--- config.mk ---
export PLATFORM = sky130hd
export DESIGN_NAME = fifo_port_arbiter_flat
export DESIGN_NICKNAME = d
export VERILOG_FILES = /design/src/rtl/fifo_port_arbiter_if.sv /design/src/rtl/fifo_port_arbiter.sv /design/src/flat_wrapper.sv
export SDC_FILE = /design/constraint.sdc
export NUM_CORES = 1
export LEC_CHECK = 0
export BUFFER_PORTS_ARGS = -buffer_cell sky130_fd_sc_hd__buf_4
export CORE_ASPECT_RATIO = 1.75
export CORE_MARGIN = 2
export CORE_UTILIZATION = 35
export DETAILED_ROUTE_END_ITERATION = 8
export RECOVER_POWER = 25
export SLEW_MARGIN = 25
export SYNTH_ARGS = -nofsm -noshare
export SYNTH_HDL_FRONTEND = slang
export SYNTH_SLANG_ARGS = --single-unit
--- constraint.sdc ---
create_clock -name clk -period 2 [get_ports clk]
set_input_delay 0.3 -clock clk [delete_from_list [all_inputs] [get_ports clk]]
set_output_delay 0.3 -clock clk [all_outputs]
set_load 0.02 [all_outputs]
--- src/rtl/fifo_port_arbiter_if.sv ---
// Requester-side handshake bundle for the FIFO port arbiter.
interface fifo_port_arbiter_if #(
  parameter int unsigned WIDTH = 8
);
  logic             wr_valid;
  logic [WIDTH-1:0] wr_data;
  logic             wr_ready;
  logic             rd_req;
  logic             rd_ack;
  logic             rd_valid;
  logic [WIDTH-1:0] rd_data;

  // Arbiter side
  modport slave (
    input  wr_valid,
    input  wr_data,
    input  rd_req,
    output wr_ready,
    output rd_ack,
    output rd_valid,
    output rd_data
  );

  // Requester side
  modport master (
    output wr_valid,
    output wr_data,
    output rd_req,
    input  wr_ready,
    input  rd_ack,
    input  rd_valid,
    input  rd_data
  );
endinterface

--- src/rtl/fifo_port_arbiter.sv ---
// Round-robin arbiter sharing one FIFO port between a writer and a reader.
// A write occupies the port for one cycle after acceptance; a read issues
// oe_n for one cycle and captures fifo_dout one cycle later.
module fifo_port_arbiter #(
  parameter int unsigned WIDTH = 8
) (
  input  logic             clk,
  input  logic             rst_n,
  fifo_port_arbiter_if.slave req,
  output logic [WIDTH-1:0] fifo_din,
  output logic             fifo_we_n,
  output logic             fifo_oe_n,
  input  logic [WIDTH-1:0] fifo_dout,
  input  logic             fifo_full,
  input  logic             fifo_empty,
  output logic             busy
);

  typedef enum logic [1:0] {
    S_IDLE    = 2'd0,
    S_WRITE   = 2'd1,
    S_READ    = 2'd2,
    S_RD_WAIT = 2'd3
  } state_t;

  state_t           r_state;
  logic [WIDTH-1:0] r_hold;
  logic [WIDTH-1:0] r_rd_data;
  logic             r_rd_valid;
  logic             r_we_n;
  logic             r_oe_n;
  logic             r_busy;
  logic             r_last_rd;

  logic w_idle;
  logic w_wr_elig;
  logic w_rd_elig;
  logic w_wr_grant;
  logic w_rd_grant;

  // Eligibility and round-robin grant decision, only meaningful in IDLE
  always_comb begin
    w_idle     = (r_state == S_IDLE);
    w_wr_elig  = req.wr_valid & ~fifo_full;
    w_rd_elig  = req.rd_req & ~fifo_empty;
    w_wr_grant = w_idle & w_wr_elig & (~w_rd_elig | r_last_rd);
    w_rd_grant = w_idle & w_rd_elig & (~w_wr_elig | ~r_last_rd);
  end

  // FSM with registered FIFO strobes, status and read data
  always_ff @(posedge clk or negedge rst_n) begin
    if (!rst_n) begin
      r_state    <= S_IDLE;
      r_hold     <= '0;
      r_rd_data  <= '0;
      r_rd_valid <= 1'b0;
      r_we_n     <= 1'b1;
      r_oe_n     <= 1'b1;
      r_busy     <= 1'b0;
      r_last_rd  <= 1'b1;
    end else begin
      r_rd_valid <= 1'b0;
      case (r_state)
        S_IDLE: begin
          if (w_wr_grant) begin
            r_state   <= S_WRITE;
            r_hold    <= req.wr_data;
            r_we_n    <= 1'b0;
            r_busy    <= 1'b1;
            r_last_rd <= 1'b0;
          end else if (w_rd_grant) begin
            r_state   <= S_READ;
            r_oe_n    <= 1'b0;
            r_busy    <= 1'b1;
            r_last_rd <= 1'b1;
          end
        end
        S_WRITE: begin
          r_state <= S_IDLE;
          r_we_n  <= 1'b1;
          r_busy  <= 1'b0;
        end
        S_READ: begin
          r_state <= S_RD_WAIT;
          r_oe_n  <= 1'b1;
        end
        S_RD_WAIT: begin
          r_state    <= S_IDLE;
          r_rd_data  <= fifo_dout;
          r_rd_valid <= 1'b1;
          r_busy     <= 1'b0;
        end
        default: begin
          r_state <= S_IDLE;
          r_we_n  <= 1'b1;
          r_oe_n  <= 1'b1;
          r_busy  <= 1'b0;
        end
      endcase
    end
  end

  // Hold register doubles as the FIFO data bus so it stays quiet between writes
  assign fifo_din     = r_hold;
  assign fifo_we_n    = r_we_n;
  assign fifo_oe_n    = r_oe_n;
  assign busy         = r_busy;
  assign req.wr_ready = w_wr_grant;
  assign req.rd_ack   = w_rd_grant;
  assign req.rd_valid = r_rd_valid;
  assign req.rd_data  = r_rd_data;

endmodule

--- src/flat_wrapper.sv ---
// flat-port wrapper written by rule: the top's interface ports become plain ports
module fifo_port_arbiter_flat 
#(
  parameter int unsigned WIDTH = 8
)
  (clk, rst_n, fifo_din, fifo_we_n, fifo_oe_n, fifo_dout, fifo_full, fifo_empty, busy, req_wr_valid, req_wr_data, req_rd_req, req_wr_ready, req_rd_ack, req_rd_valid, req_rd_data);
  fifo_port_arbiter_if #(.WIDTH(WIDTH)) req_i ();
  input  logic clk;
  input  logic rst_n;
  output logic [WIDTH-1:0] fifo_din;
  output logic fifo_we_n;
  output logic fifo_oe_n;
  input  logic [WIDTH-1:0] fifo_dout;
  input  logic fifo_full;
  input  logic fifo_empty;
  output logic busy;
  input wire logic [$bits(req_i.wr_valid)-1:0] req_wr_valid;
  input wire logic [$bits(req_i.wr_data)-1:0] req_wr_data;
  input wire logic [$bits(req_i.rd_req)-1:0] req_rd_req;
  output wire logic [$bits(req_i.wr_ready)-1:0] req_wr_ready;
  output wire logic [$bits(req_i.rd_ack)-1:0] req_rd_ack;
  output wire logic [$bits(req_i.rd_valid)-1:0] req_rd_valid;
  output wire logic [$bits(req_i.rd_data)-1:0] req_rd_data;
  assign req_i.wr_valid = req_wr_valid;
  assign req_i.wr_data = req_wr_data;
  assign req_i.rd_req = req_rd_req;
  assign req_wr_ready = req_i.wr_ready;
  assign req_rd_ack = req_i.rd_ack;
  assign req_rd_valid = req_i.rd_valid;
  assign req_rd_data = req_i.rd_data;
  fifo_port_arbiter #(.WIDTH(WIDTH)) u_core (.clk(clk), .rst_n(rst_n), .req(req_i), .fifo_din(fifo_din), .fifo_we_n(fifo_we_n), .fifo_oe_n(fifo_oe_n), .fifo_dout(fifo_dout), .fifo_full(fifo_full), .fifo_empty(fifo_empty), .busy(busy));
endmodule
==> flow_summary.json <==
{
  "finalWirelength_microns": 1840,
  "seq_area_frac_synth": 0.612,
  "ir_worst_vdd_mv": 0.711,
  "drc": 0,
  "htreeDepth": 1,
  "cts_buffers": 3,
  "fin_util": 0.507,
  "area_growth_syn_to_layout_pct": 40.6,
  "critPathKind": "reg -> out",
  "cts_resized": 0,
  "critPathArrivalTime_ns": 1.32,
  "place_area_sq_um": 1280,
  "placementRows": 25,
  "die_area_sq_um": 3150,
  "finalCritPeriodShare": 0.812,
  "worstHoldPathType": "in -> reg",
  "final.setup.worst_slack_ns": 0.376,
  "ctsHoldBuffers": 1,
  "syn-cell-area_sq_um": 947,
  "clock_skew_ns": 0.00417,
  "layout_commonest_cell": "buf_4",
  "rsz0062_at_grt": "no",
  "crit_path_start": "u_core.r_state[0]",
  "viasPerCell": 4.80,
  "drv_cap": 0,
  "fin_tns_setup_ns": 0,
  "rrSetupSlack_ns": 0.72,
  "endpoint": "req_wr_ready",
  "r2r_cells": 3,
  "syn-num-nets": 88,
  "status": "completed",
  "ant_nets": 0,
  "grt_usage": 0.126,
  "setup_viol": 0,
  "fmaxAchievable_ghz": 0.616,
  "end_kind": "primary output",
  "start_kind": "register",
  "layout_common_cells": "buf_4, dfrtp_1, mux2_2",
  "cts.clk_slew.worst_paths_ns": 0.08,
  "grt_max_degree": 24,
  "antenna_cells": 0,
  "drive_above_1_share": 0.613,
  "antenna_found_initial": 0,
  "fin_crit_ns": 1.62,
  "grt_pass1_wl_microns": 2950,
  "fp.dieH_microns": 72.8,
  "clock-sinks": 23,
  "ys_ff_latch": 23,
  "wl_per_cell_microns": 13.4,
  "cts_tree": "yes",
  "fin_nets": 134,
  "syn_avg_cell_area_sq_um": 14.4,
  "die_x_microns": 43.3,
  "placeableCoreArea_sq_um": 2630,
  "path_max_fanout": 9,
  "numPortBuffers": 43,
  "grt_pass1_vias": 681,
  "cts_buffer_depth": 2,
  "hold_violations": 0,
  "drv_slew": 0,
  "drtIter0Drc": 7,
  "power_density_nw_per_um2": 1610,
  "yosysUniqueCellTypes": 22,
  "slew-limit-headroom": 0.218,
  "power.leakage_nw": 0.652,
  "yosysWarnings": 0,
  "r2r_start": "u_core.r_state[0]",
  "cts_root_buf": "clkbuf_8",
  "num_vias": 663,
  "dp_worst_setup_slack_ns": 0.429,
  "start_util": 0.360,
  "post_cts_buffers": 0,
  "rr_endpoint": "u_core.fifo_din[4]",
  "place.gp.congestion": 0.825,
  "hold_ws_ns": 0.265,
  "drtPass1Iterations": 2,
  "cp_data_required_time_ns": 1.70,
  "ios": 44,
  "syn_inst": 66,
  "worst_slew_pin_slew_ns": 1.17,
  "insertion_delay_ns": 0.26,
  "grt.overflow.total": 0,
  "fin_area_sq_um": 1330
}
-- power breakdown --
group	total [mW]	internal, mW	leakage [nW]	switching [mW]
logic	0.988	0.492	0.358	0.496
registers	0.878	0.717	0.270	0.161
clock network	0.281	0.142	0.0228	0.139
-- stage by stage --
stage               total power, mW  instances
CTS                            2.18        138
global placement               1.87        133
floorplan                      1.48         66
finish                         2.15        138
global route                   2.28        138
detailed placement             1.89        133
-- per-layer routing --
metal / wire, microns / track usage / vias up
met1: 640 / 0.129 / 321
met5: 0 / 0 / -
met2: 1050 / 0.222 / 22
li1: - / - / 316
met4: 38 / 0.0808 / 0
met3: 117 / 0.0297 / 4
-- flip-flops by register name, indices dropped and copies added (netlist names) --
signal / cells
u_core.busy: 1
u_core.fifo_din: 8
u_core.fifo_oe_n: 1
u_core.fifo_we_n: 1
u_core.r_last_rd: 1
u_core.r_state: 2
u_core.req.rd_data: 8
u_core.req.rd_valid: 1
-- cell usage after synthesis --
| cell type | instances | share of area |
|---|---|---|
| nand2_2 | 1 | 0.0066 |
| o21ai_0 | 2 | 0.011 |
| nor3_1 | 1 | 0.0053 |
| o211ai_4 | 1 | 0.022 |
| buf_6 | 1 | 0.012 |
| mux2_2 | 16 | 0.19 |
| a31oi_1 | 1 | 0.0066 |
| and2b_1 | 1 | 0.0079 |
| inv_1 | 5 | 0.020 |
| o22ai_1 | 1 | 0.0066 |
| a21oi_1 | 4 | 0.021 |
| buf_2 | 1 | 0.0053 |
| nand2b_4 | 1 | 0.015 |
| dfrtp_1 | 20 | 0.53 |
| nor2_4 | 1 | 0.012 |
| o211ai_1 | 1 | 0.0079 |
| dfstp_2 | 3 | 0.083 |
| a22o_1 | 1 | 0.0092 |
| buf_4 | 1 | 0.0079 |
| a211oi_1 | 1 | 0.0079 |
| a21o_1 | 1 | 0.0079 |
| nor2b_1 | 1 | 0.0066 |
-- cells by family (layout without fill, tap and decap cells) --
family | Yosys count | after routing | synth area share
and+or+nand+nor | 6 | 6 | 0.0528
buffers and inverters | 8 | 53 | 0.0449
AOI/OAI and AO/OA | 13 | 13 | 0.100
muxes | 16 | 16 | 0.190
DFF | 23 | 23 | 0.612
-- critical path, stage by stage (launching register included) --
cell and delay, ns:
dfrtp_1 0.50, nor2_4 0.18, o211ai_4 0.15, inv_1 0.10, buf_4 0.14
-- area by class of cell --
| type | count | area (sq um) |
|---|---|---|
| clock buffers | 4 | 45.0 |
| fillers | 254 | 1300 |
| inverters | 5 | 18.8 |
| multi-input cells | 35 | 325 |
| flip-flops and latches | 23 | 579 |
| well taps | 27 | 33.8 |
| repair buffers | 44 | 329 |
-- worst min path at each step --
stage | from | end | slack (ns) | cells past startpoint
after floorplan | rst_n | u_core.busy | 0.004 | 0
after global placement | rst_n | u_core.busy | 0.21 | 1
after detailed placement | rst_n | u_core.req.rd_data[7] | 0.21 | 1
after CTS | req_wr_data[1] | u_core.fifo_din[1] | 0.26 | 2
after global routing | req_wr_data[5] | u_core.fifo_din[5] | 0.25 | 2
final | req_wr_data[6] | u_core.fifo_din[6] | 0.26 | 2
No activity file was read; power rests on OpenSTA's default activity.
